$ cat config.mk
export PLATFORM = sky130hd
export DESIGN_NAME = add4_rr_scheduler
export DESIGN_NICKNAME = d
export VERILOG_FILES = /design/src/rtl/add4_pkg.sv /design/src/rtl/add4_stage.sv /design/src/rtl/add4_rr_scheduler.sv
export SDC_FILE = /design/constraint.sdc
export NUM_CORES = 1
export LEC_CHECK = 0
export CORE_ASPECT_RATIO = 1.1
export CORE_MARGIN = 4
export CORE_UTILIZATION = 44
export CTS_BUF_LIST = sky130_fd_sc_hd__clkbuf_16
export CTS_CLUSTER_DIAMETER = 40
export DETAILED_ROUTE_END_ITERATION = 10
export PLACE_DENSITY = 0.86
export SYNTH_ARGS = -nofsm -noshare
export SYNTH_HDL_FRONTEND = slang
export SYNTH_SLANG_ARGS = --single-unit
$ cat constraint.sdc
create_clock -name clk -period 8.7 [get_ports clk]
set_input_delay 1.74 -clock clk [delete_from_list [all_inputs] [get_ports clk]]
set_output_delay 1.74 -clock clk [all_outputs]
set_load 0.1 [all_outputs]
$ cat src/rtl/add4_pkg.sv
// Shared constants and types for the round-robin adder scheduler.
//   NREQ_DEFAULT / W_DEFAULT / IDW_DEFAULT : default requester count, operand width, index width
//   OPCNT_MAX                              : saturation value of the completed-result counter
//   slot_state_t                           : result slot occupancy state
package add4_pkg;

    localparam int unsigned NREQ_DEFAULT = 4;
    localparam int unsigned W_DEFAULT    = 4;
    localparam int unsigned IDW_DEFAULT  = $clog2(NREQ_DEFAULT);

    localparam logic [7:0] OPCNT_MAX = 8'hFF;

    typedef enum logic {
        SLOT_EMPTY = 1'b0,
        SLOT_FULL  = 1'b1
    } slot_state_t;

endpackage

$ cat src/rtl/add4_stage.sv
// Registered W-bit adder with load enable.
//   clk, reset : clock and synchronous active-high reset
//   load       : capture a + b this cycle
//   a, b       : operands
//   sum, carry : registered W-bit sum and carry-out
module add4_stage #(
    parameter int unsigned W = 4
) (
    input  logic         clk,
    input  logic         reset,
    input  logic         load,
    input  logic [W-1:0] a,
    input  logic [W-1:0] b,
    output logic [W-1:0] sum,
    output logic         carry
);

    // Zero-extend both operands so the carry lands in the extra bit.
    always_ff @(posedge clk) begin
        if (reset) begin
            {carry, sum} <= '0;
        end else if (load) begin
            {carry, sum} <= {1'b0, a} + {1'b0, b};
        end
    end

endmodule

$ cat src/rtl/add4_rr_scheduler.sv
// Round-robin scheduler sharing one registered adder between NREQ requesters.
//   clk, reset : clock and synchronous active-high reset
//   req        : per-requester request level
//   op_a, op_b : flattened operands, requester i at [i*W +: W]
//   req_mask   : per-requester eligibility
//   gnt        : one-hot grant pulse (combinational), operands captured this cycle
//   res_valid  : result slot holds a sum; res_ready accepts it
//   res_id     : requester index of the current result
//   res_sum    : zero-extended op_a + op_b
//   op_count   : saturating count of accepted results
module add4_rr_scheduler
    import add4_pkg::*;
#(
    parameter int unsigned NREQ = NREQ_DEFAULT,
    parameter int unsigned W    = W_DEFAULT,
    parameter int unsigned IDW  = IDW_DEFAULT
) (
    input  logic              clk,
    input  logic              reset,
    input  logic [NREQ-1:0]   req,
    input  logic [NREQ*W-1:0] op_a,
    input  logic [NREQ*W-1:0] op_b,
    input  logic [NREQ-1:0]   req_mask,
    output logic [NREQ-1:0]   gnt,
    output logic              res_valid,
    input  logic              res_ready,
    output logic [IDW-1:0]    res_id,
    output logic [W:0]        res_sum,
    output logic [7:0]        op_count
);

    slot_state_t     state;
    logic [IDW-1:0]  ptr;
    logic [NREQ-1:0] eligible;
    logic [IDW:0]    pick;
    logic [IDW-1:0]  pick_idx;
    logic            issue;
    logic [IDW-1:0]  ptr_next;
    logic [W-1:0]    sel_a;
    logic [W-1:0]    sel_b;
    logic [W-1:0]    stage_sum;
    logic            stage_carry;

    // First eligible index at or after ptr, wrapping; MSB flags a hit.
    function automatic logic [IDW:0] rr_pick(input logic [NREQ-1:0] elig,
                                             input logic [IDW-1:0]  start);
        logic [IDW:0] r;
        int unsigned  idx;
        r = '0;
        for (int unsigned k = 0; k < NREQ; k++) begin
            idx = (32'(start) + k) % NREQ;
            if (!r[IDW] && elig[IDW'(idx)]) begin
                r = {1'b1, IDW'(idx)};
            end
        end
        return r;
    endfunction

    assign eligible = req & req_mask;
    assign pick     = rr_pick(eligible, ptr);
    assign pick_idx = pick[IDW-1:0];
    assign res_valid = (state == SLOT_FULL);

    // The slot can be refilled in the same cycle it drains.
    assign issue    = !reset && pick[IDW] && (!res_valid || res_ready);
    assign ptr_next = (pick_idx == IDW'(NREQ - 1)) ? '0 : pick_idx + IDW'(1);

    // Grant pulse and operand select for the winning requester.
    always_comb begin
        gnt   = '0;
        sel_a = '0;
        sel_b = '0;
        if (issue) begin
            gnt[pick_idx] = 1'b1;
        end
        for (int unsigned i = 0; i < NREQ; i++) begin
            if (IDW'(i) == pick_idx) begin
                sel_a = op_a[i*W +: W];
                sel_b = op_b[i*W +: W];
            end
        end
    end

    add4_stage #(
        .W (W)
    ) u_stage (
        .clk   (clk),
        .reset (reset),
        .load  (issue),
        .a     (sel_a),
        .b     (sel_b),
        .sum   (stage_sum),
        .carry (stage_carry)
    );

    assign res_sum = {stage_carry, stage_sum};

    // Result slot, arbitration pointer, result tag and completion counter.
    always_ff @(posedge clk) begin
        if (reset) begin
            state    <= SLOT_EMPTY;
            ptr      <= '0;
            res_id   <= '0;
            op_count <= '0;
        end else begin
            case (state)
                SLOT_EMPTY: if (issue)                   state <= SLOT_FULL;
                SLOT_FULL:  if (res_ready && !issue)     state <= SLOT_EMPTY;
                default:                                 state <= SLOT_EMPTY;
            endcase
            if (issue) begin
                ptr    <= ptr_next;
                res_id <= pick_idx;
            end
            if (res_valid && res_ready && (op_count != OPCNT_MAX)) begin
                op_count <= op_count + 8'd1;
            end
        end
    end

endmodule

==> impl_results.md, run 1 <==
- GRT Util Overall: 19.6%
- Clk_lat worst skew: around 0.25 ns
- Ratio of cells with drive above 1 in the final layout: 8.02%
- Mux contribution to synthesized area: less than 1%
- Post-synthesis register bit count: 18
- Worst r2r path cells: 13
- Final setup margin: roughly 2.1 ns
- Crit. End Element: primary output
- Period minus WS final: about 6.6 ns
- Clock-pin slew on the worst setup and hold paths: approximately 0.050 ns
- Nets: about 270
- Total power: between 0.0003 and 0.0004 W
- Fmax: between 150 and 200 MHz
- WHS: 0.453 ns
- Area of the multi-input gates: approximately 900 sq um
- Skew final: approximately 0.0022 ns
- Critical path type: in2out
- Vias post-DR: around 1,400
- Post-DP Area: about 1900 sq um
- Yosys warns: 0
- Reg2Reg Capture Point: u_stage.carry$_SDFFE_PP0P_
- Number of flops mapped to enable cells by yosys: 0
- Reg-to-reg critical path startpoint: ptr[0]$_SDFFE_PP0P_
- CTS Buffer Depth: 2
- Pwr Density: between 150 and 200 nW/um^2
- First-pass GRT wire length: approximately 6000 microns
- Post-synthesis compound-gate area fraction: 27.6%
- Leak: ~0.80 nW
- Post-CTS Repair Setup Buffers: 0
- Synthesized Nets: between 200 and 250
- CTS buffer count: 3
- Max cap viols: 0
- Flop2flop setup slack: 5.17 ns
- Number of global-route vias before repair: between 1,000 and 1,500
- Commonest non-fill, non-tap cells in the layout: clkdlybuf4s50_1 (62), dfxtp_1 (18), nand2_1 (17), nand3_1 (11), nor2_1 (10)
- Largest net degree at the start of global routing: 19
- Wire per inst: around 15 microns
- Synth Area in XOR/XNOR: under 10%
- Drt first pass iters: 4
- Min-Delay Startpoint: u_stage.sum[1]$_SDFFE_PP0P_
- Most common cell after layout, fill and taps aside: clkdlybuf4s50_1
- Filler cell count: around 240
- Row count: 20
- Die H: between 60 and 70 microns
- Ys async rst share: 0%
- Antenna violations before repair: 0
- Sequential standard cell area: 360 sq um
- Pre-CTS setup slack: between 2 and 2.5 ns
- Slew @ Worst Pin: approximately 0.99 ns
- Status: completed
- Area of the die: roughly 3900 sq um
- Area Growth Syn to Fin: 52.6%
- Core Area: around 2800 sq um
- Resized cells post-CTS: 0
- Initial Util: a little under half
- Synth Area in Adders: roughly a tenth
- Final wirelength: between 3000 and 4000 microns
- CTS sink count: 18
- Root buffer cell: clkbuf_16
- Dpl hpwl: around 3000 microns
- Top FF cell, synth: dfxtp_1
- Mapped Avg Cell Area: between 8 and 9 sq um
- GP Congestion: around 0.87
- Worst setup SP type: input pin
- Cell area after synthesis: 1320 sq um
- Post-synthesis simple-gate area fraction: between 20% and 30%
- Max rail drop VDD: approximately 0.00019 V
- Final Cycle Share: about 75%
- Diodes inserted: 0
- CP startpoint: req[1]
- Main combinational cell family by area after synthesis: compound AO/OA/AOI/OAI gates
- Hold-fix buffers, CTS: 0
- Starting DRT DRC Count: 64
- Slew HR: about 34%
- Final setup fails: 0
- WP data arrival: roughly 4.8 ns
- Worst Path Max Fanout: 18
- GRT overflow: 0
- Worst hold endpoint: u_stage.sum[1]$_SDFFE_PP0P_
- Hold Path Depth: 2
- DRC viols: 0
- Die width: around 60 microns
- Antenna viol nets, final: 0
- Design Area, Final: a little over 2000 sq um
- Via-per-instance ratio: roughly 5.7
- Sequential fraction of the synthesis area: 27.3%
- Post-synth cell types: 47
- Top-level I/O count: 63
- Final setup TNS: 0 ns
- Unrepaired setup endpoints after global routing: false
- Final Max Tran Viols: 0
- CTS tree: built
- Final Hold Viols: 0
- Cell count after synthesis: ~160
- WP data required: a little under 7 ns
- PortBufs: between 60 and 70
- H-Tree Depth: 1
- Hold crit path type: reg2reg
cells in the mapped netlist (2+ instances only):
cell type | count | area [sq um]
dfxtp_1 | 18 | 360
nand2_1 | 17 | 63.8
nand3_1 | 11 | 55.1
nor2_1 | 10 | 37.5
ha_1 | 9 | 113
nor2b_1 | 9 | 56.3
o31ai_1 | 8 | 60.1
a221oi_1 | 7 | 61.3
clkbuf_1 | 5 | 18.8
a21oi_1 | 4 | 20.0
and2_1 | 4 | 25.0
inv_1 | 4 | 15.0
o21ai_0 | 4 | 20.0
o21ai_2 | 4 | 35.0
xor2_1 | 4 | 35.0
a21o_1 | 3 | 22.5
a311oi_1 | 2 | 17.5
and4_1 | 2 | 17.5
nand3b_1 | 2 | 15.0
registers in the layout (all words and copies together), names as in the netlist:
name / flops
op_count: 8
u_stage.sum: 4
ptr: 2
res_id: 2
res_valid: 1
u_stage.carry: 1
logic make-up (layout without fill, tap and decap cells):
| group | after synthesis | in the layout |
|---|---|---|
| adders and majority gates | 10 | 10 |
| muxes | 1 | 1 |
| and+or+nand+nor | 64 | 64 |
| DFF | 18 | 18 |
| xor gates and xnor gates | 5 | 5 |
| buffers and inverters | 13 | 70 |
| AOI/OAI and AO/OA | 44 | 44 |
power breakdown:
group	total [W]	internal (W)	switching, W
combinational	0.000197	0.0000691	0.000128
clock	0.0000894	0.0000604	0.0000290
sequential	0.000101	0.0000931	0.00000755
total	0.000387	0.000223	0.000164
critical path: stages:
cell and delay, ns:
clkdlybuf4s50_1 0.50, nand2_2 0.09, and4b_1 0.20, or3_4 0.36, inv_1 0.09, ha_1 0.49, and2_1 0.20, clkdlybuf4s50_1 1.13
cell type report:
type                       count  share of cell area [%]
multi-input combinational    124                    44.6
timing repair buffer          62                    30.8
sequential                    18                    17.9
clock buffer                   3                    3.72
tap                           33                    2.05
inverter                       5                   0.931
worst max-delay path by stage:
| stage | endpoint | slack (ns) | cells after the start |
|---|---|---|---|
| after floorplan | gnt[3] | 3.08 | 8 |
| after global placement | gnt[3] | 2.18 | 8 |
| after detailed placement | gnt[3] | 2.14 | 8 |
| after CTS | gnt[3] | 2.14 | 8 |
| after global routing | gnt[3] | 2.02 | 8 |
| final | gnt[3] | 2.15 | 8 |
metal layers:
layer | wire [microns] | vias up | track usage (%)
met1 | 1330 | 640 | 21.8
met3 | 266 | 12 | 3.93
met2 | 1990 | 55 | 34.6
met5 | 0 | - | 0
li1 | - | 691 | -
met4 | 106 | 0 | 9.42
per-stage QoR:
step / utilization, % / cells
3_3_place_gp: 68.6 / 242
3_5_place_dp: 68.6 / 242
6_report: 71.3 / 245
2_1_floorplan: - / 155
4_1_cts: 71.3 / 245
5_1_grt: 71.3 / 245
No activity file was read; power rests on OpenSTA's default activity.
==> run 2: changes to the inputs <==
Settings changed: CORE_UTILIZATION 44 to 37, PLACE_DENSITY 0.86 to 0.77.
Clock period 8.7 ns to 5.9 ns, I/O delays scaled along.
==> impl_results.md, run 2 (synthesis gave the netlist of run 1 again) <==
- Worst Path Max Fanout: 18
- Max rail drop VDD: approximately 0.00012 V
- GRT Util Overall: 15.3%
- Area of the die: between 4000 and 5000 sq um
- Die width: 65.0 microns
- Largest net degree at the start of global routing: 19
- WP data required: approximately 4.7 ns
- Area Growth Syn to Fin: 53.5%
- Number of global-route vias before repair: around 1,300
- Antenna viol nets, final: 0
- Worst setup SP type: input pin
- Period minus WS final: about 4.6 ns
- Wire per inst: ~13 microns
- Resized cells post-CTS: 0
- CTS tree: built
- Total power: roughly 0.00057 W
- CP startpoint: req[1]
- Int Power: between 0.0003 and 0.0004 W
- Max reg flops: 8
- Hold-fix buffers, CTS: 0
- Slew HR: 34.1%
- Row count: 22
- PortBufs: between 60 and 70
- Root buffer cell: clkbuf_16
- Crit. End Element: primary output
- Reg-to-reg critical path startpoint: ptr[1]$_SDFFE_PP0P_
- Starting DRT DRC Count: 73
- Final setup TNS: 0 ns
- Final wirelength: 3470 microns
- CTS buffer count: 3
- DRC viols: 0
- Clock power frac: around a quarter
- Switch share: 42.2%
- Hold crit path type: reg2reg
- Final Hold Viols: 0
- Most flop-heavy register: op_count
- Leak: approximately 0.8 nW
- Dpl hpwl: 2800 microns
- Hold Path Depth: 2
- Antenna violations before repair: 0
- Final Max Tran Viols: 0
- Min-Delay Startpoint: u_stage.sum[1]$_SDFFE_PP0P_
- Slew @ Worst Pin: just under 1 ns
- Fmax: about 220 MHz
- Critical path type: in2out
- Final non-filler cell total: between 200 and 300
- Design Area, Final: 2030 sq um
- Initial Util: 39.0%
- Max cap viols: 0
- Slowest CP cell: ha_1
- Final Cycle Share: about four fifths
- Nets: between 200 and 300
- Clk_lat worst skew: between 0.2 and 0.25 ns
- Status: completed
- GRT overflow: 0
- Net switching power: 0.000240 W
- Top-level I/O count: 63
- GP Congestion: just over 0.8
- Core Area: 3390 sq um
- Max stage delay on crit path: about 0.5 ns
- Post-DP Area: slightly below 2000 sq um
- Drt first pass iters: 4
- Diodes inserted: 0
- H-Tree Depth: 1
- Post-Place Cells: ~260
- Unrepaired setup endpoints after global routing: false
- CTS sink count: 18
- Ratio of cells with drive above 1 in the final layout: about 10%
- Vias post-DR: roughly 1,400
- Commonest non-fill, non-tap cells in the layout: clkdlybuf4s50_1 (58), dfxtp_1 (18), nand2_1 (17), nand3_1 (11), nor2_1 (10)
- Worst r2r path cells: 12
- Critical path cell sequence: clkdlybuf4s50_1, nand2_2, and4b_1, or3_4, inv_1, ha_1, and2_1, buf_4
- Via-per-instance ratio: between 5 and 6
- Pwr Density: 280 nW/um^2
- Skew final: a little over 0.001 ns
- CTS Buffer Depth: 2
- Die H: 70.7 microns
- Most common cell after layout, fill and taps aside: clkdlybuf4s50_1
- Logic pwr share: ~50%
- Reg power frac: 26.1%
- Final setup fails: 0
- Post-CTS Repair Setup Buffers: 0
- First-pass GRT wire length: 5780 microns
- WP data arrival: 3.44 ns
- Clock-pin slew on the worst setup and hold paths: about 0.050 ns
[run 2: cell count changes in the layout (fill, tap and decap cells not counted)]
cell	previous run	this run
clkinv_1	1	2
clkdlybuf4s50_1	62	58
buf_4	0	4
[run 2: stage by stage]
| step | hold slack (ns) | utilization [%] | worst slack, ns |
|---|---|---|---|
| 4_1_cts | 0.462 | 59.9 | 1.27 |
| 3_5_place_dp | 0.451 | 57.6 | 1.21 |
| 3_3_place_gp | 0.450 | 57.6 | 1.28 |
| 5_1_grt | 0.481 | 59.9 | 1.15 |
| 2_1_floorplan | 0.492 | - | 1.40 |
| 6_report | 0.456 | 59.9 | 1.28 |
[run 2: path summary, 6_finish.rpt]
| check | endpoint | slack, ns |
|---|---|---|
| setup / recovery | gnt[3] | 1.28 |
| hold / removal | u_stage.sum[1]$_SDFFE_PP0P_ | 0.46 |
| setup reg to reg | u_stage.carry$_SDFFE_PP0P_ | 2.54 |
| hold reg to reg | u_stage.sum[1]$_SDFFE_PP0P_ | 0.46 |
[run 2: layout make-up]
class / instances / area, sq um
Fill cell: 300 / 1360
Multi-Input combinational cell: 124 / 900
Timing Repair Buffer: 62 / 611
Sequential cell: 18 / 360
Clock buffer: 3 / 75.1
Tap cell: 48 / 60.1
Inverter: 5 / 18.8
Clock inverter: 1 / 3.75
[run 2: per-layer routing]
metal	GRT usage [%]	wire (microns)	part of all wire, %	vias to the layer above
li1	-	-	-	695
met2	26.9	1770	51	34
met1	18.9	1510	43	637
met3	3.33	184	5.3	2
met5	0	0	0	-
met4	3.76	10	0.29	0
[run 2: worst max-delay path, delay by kind of cell]
kind,cells,cell delay [ns]
AND/OR/NAND/NOR,4,0.88
buffers and inverters,3,0.86
adder cells (fa/ha/maj),1,0.50
[run 2: power groups by stage]
stage	clock (W)	sequential (W)	combinational, W
2_1_floorplan	0	0.000237	0.000123
3_3_place_gp	0	0.000151	0.000284
3_5_place_dp	0	0.000151	0.000286
4_1_cts	0.000138	0.000149	0.000287
5_1_grt	0.000145	0.000151	0.000305
6_report	0.000135	0.000148	0.000285
==> run 3: changes to the inputs <==
Clock period 5.9 ns to 4.18 ns, I/O delays scaled along.
==> impl_results.md, run 3 (synthesis gave the netlist of run 1 again) <==
- Starting DRT DRC Count: 67
- Via-per-instance ratio: 5.22
- Area of the die: ~4600 sq um
- Final wirelength: between 3000 and 4000 microns
- CTS sink count: 18
- Most common cell after layout, fill and taps aside: clkdlybuf4s50_1
- Clock-pin slew on the worst setup and hold paths: ~0.05 ns
- Core Area: 3390 sq um
- WP data required: 4.30 ns
- Max cap viols: 0
- Util after Layout: 62.6%
- CTS tree: built
- Hold-fix buffers, CTS: 0
- GP Congestion: 0.810
- Fmax: 252 MHz
- Min-Delay Startpoint: u_stage.sum[1]$_SDFFE_PP0P_
- Period minus WS final: 3.96 ns
- Status: completed
- First-pass GRT wire length: ~6100 microns
- Diodes inserted: 0
- Die width: around 65 microns
- Nets: roughly 270
- Wire per inst: between 10 and 15 microns
- Ratio of cells with drive above 1 in the final layout: between 10% and 20%
- Clk_lat worst skew: between 0.2 and 0.3 ns
- Post-CTS Repair Setup Buffers: 0
- Vias post-DR: ~1,400
- Final setup margin: between 0.2 and 0.25 ns
- CTS buffer count: 3
- GRT overflow: 0
- Largest net degree at the start of global routing: 16
- Most flop-heavy register: op_count
- Final Hold Viols: 0
- Final setup TNS: 0 ns
- DRC viols: 0
- Initial Util: between 30% and 40%
- GRT Util Overall: approximately 16%
- Max rail drop VDD: roughly 0.00017 V
- Dpl hpwl: about 2900 microns
- Total power: between 0.0008 and 0.0009 W
- Final Cycle Share: a little over nine tenths
- WHS: 0.459 ns
- Hold crit path type: reg2reg
- Critical path type: in2reg
- Leak: roughly 0.85 nW
- Root buffer cell: clkbuf_16
- Pre-CTS setup slack: -0.0629 ns
- Top-level I/O count: 63
- Skew final: about 0.0039 ns
- Unrepaired setup endpoints after global routing: false
- Slew HR: 34.1%
- Final setup fails: 0
- Drt first pass iters: 4
- Area Growth Syn to Fin: 60.3%
- Row count: 22
- Resized cells post-CTS: 0
- Slew @ Worst Pin: approximately 1 ns
- Pwr Density: about 390 nW/um^2
- CP startpoint: req_mask[1]
- Antenna violations before repair: 0
- Final Max Tran Viols: 0
- PortBufs: 62
- Reg-to-reg critical path startpoint: ptr[1]$_SDFFE_PP0P_
- H-Tree Depth: 1
- Commonest non-fill, non-tap cells in the layout: clkdlybuf4s50_1 (58), dfxtp_1 (18), nand2_1 (17), nand3_1 (11), nor2_1 (10)
- WP data arrival: roughly 4.1 ns
- Number of global-route vias before repair: approximately 1,400
- CTS Buffer Depth: 2
- Die H: approximately 71 microns
- Antenna viol nets, final: 0
- Worst setup SP type: input pin
- Worst Path Max Fanout: 7
- Max reg flops: 8
- Crit. End Element: flop
run 3: worst paths after layout:
kind	end	slack, ns	depth (start not counted)
max	u_stage.carry$_SDFFE_PP0P_	0.22	13
min	u_stage.sum[1]$_SDFFE_PP0P_	0.46	2
max reg2reg	u_stage.carry$_SDFFE_PP0P_	0.97	11
min reg2reg	u_stage.sum[1]$_SDFFE_PP0P_	0.46	2
run 3: power by group:
| part | total [W] | internal (W) | leakage (nW) | switching (W) |
|---|---|---|---|---|
| Sequential | 0.000209 | 0.000194 | 0.147 | 0.0000155 |
| Clock | 0.000191 | 0.000127 | 0.0385 | 0.0000637 |
| Combinational | 0.000419 | 0.000154 | 0.661 | 0.000265 |
| Total | 0.000819 | 0.000475 | 0.847 | 0.000344 |
run 3: critical path: stages:
cell,delay (ns)
clkdlybuf4s50_1,0.49
nand2_2,0.09
and4b_1,0.21
or3_4,0.37
ha_1,0.25
nor2b_2,0.21
a221oi_1,0.33
o31ai_1,0.13
ha_1,0.26
fa_1,0.42
a21o_1,0.20
a211oi_2,0.24
nor3_2,0.05
run 3: routing by layer:
| layer | share of wire, % | vias to the layer above | track usage, % |
|---|---|---|---|
| li1 | - | 701 | - |
| met1 | 43 | 641 | 19.7 |
| met2 | 50 | 43 | 29.2 |
| met3 | 6.9 | 4 | 4.29 |
| met4 | 0.86 | 0 | 3.99 |
| met5 | 0 | - | 0 |
run 3: through the flow:
step                cell area (sq um)  cells
global route                     2120    266
global placement                 2040    262
finish                           2120    266
CTS                              2120    266
detailed placement               2040    262
floorplan                        1320    155
run 3: area by class of cell:
cell class / instances / area [sq um]
Clock buffer: 3 / 75.1
Fill cell: 318 / 1270
Multi-Input combinational cell: 124 / 902
Timing Repair Buffer: 67 / 698
Clock inverter: 1 / 3.75
Sequential cell: 18 / 360
Inverter: 5 / 18.8
Tap cell: 48 / 60.1
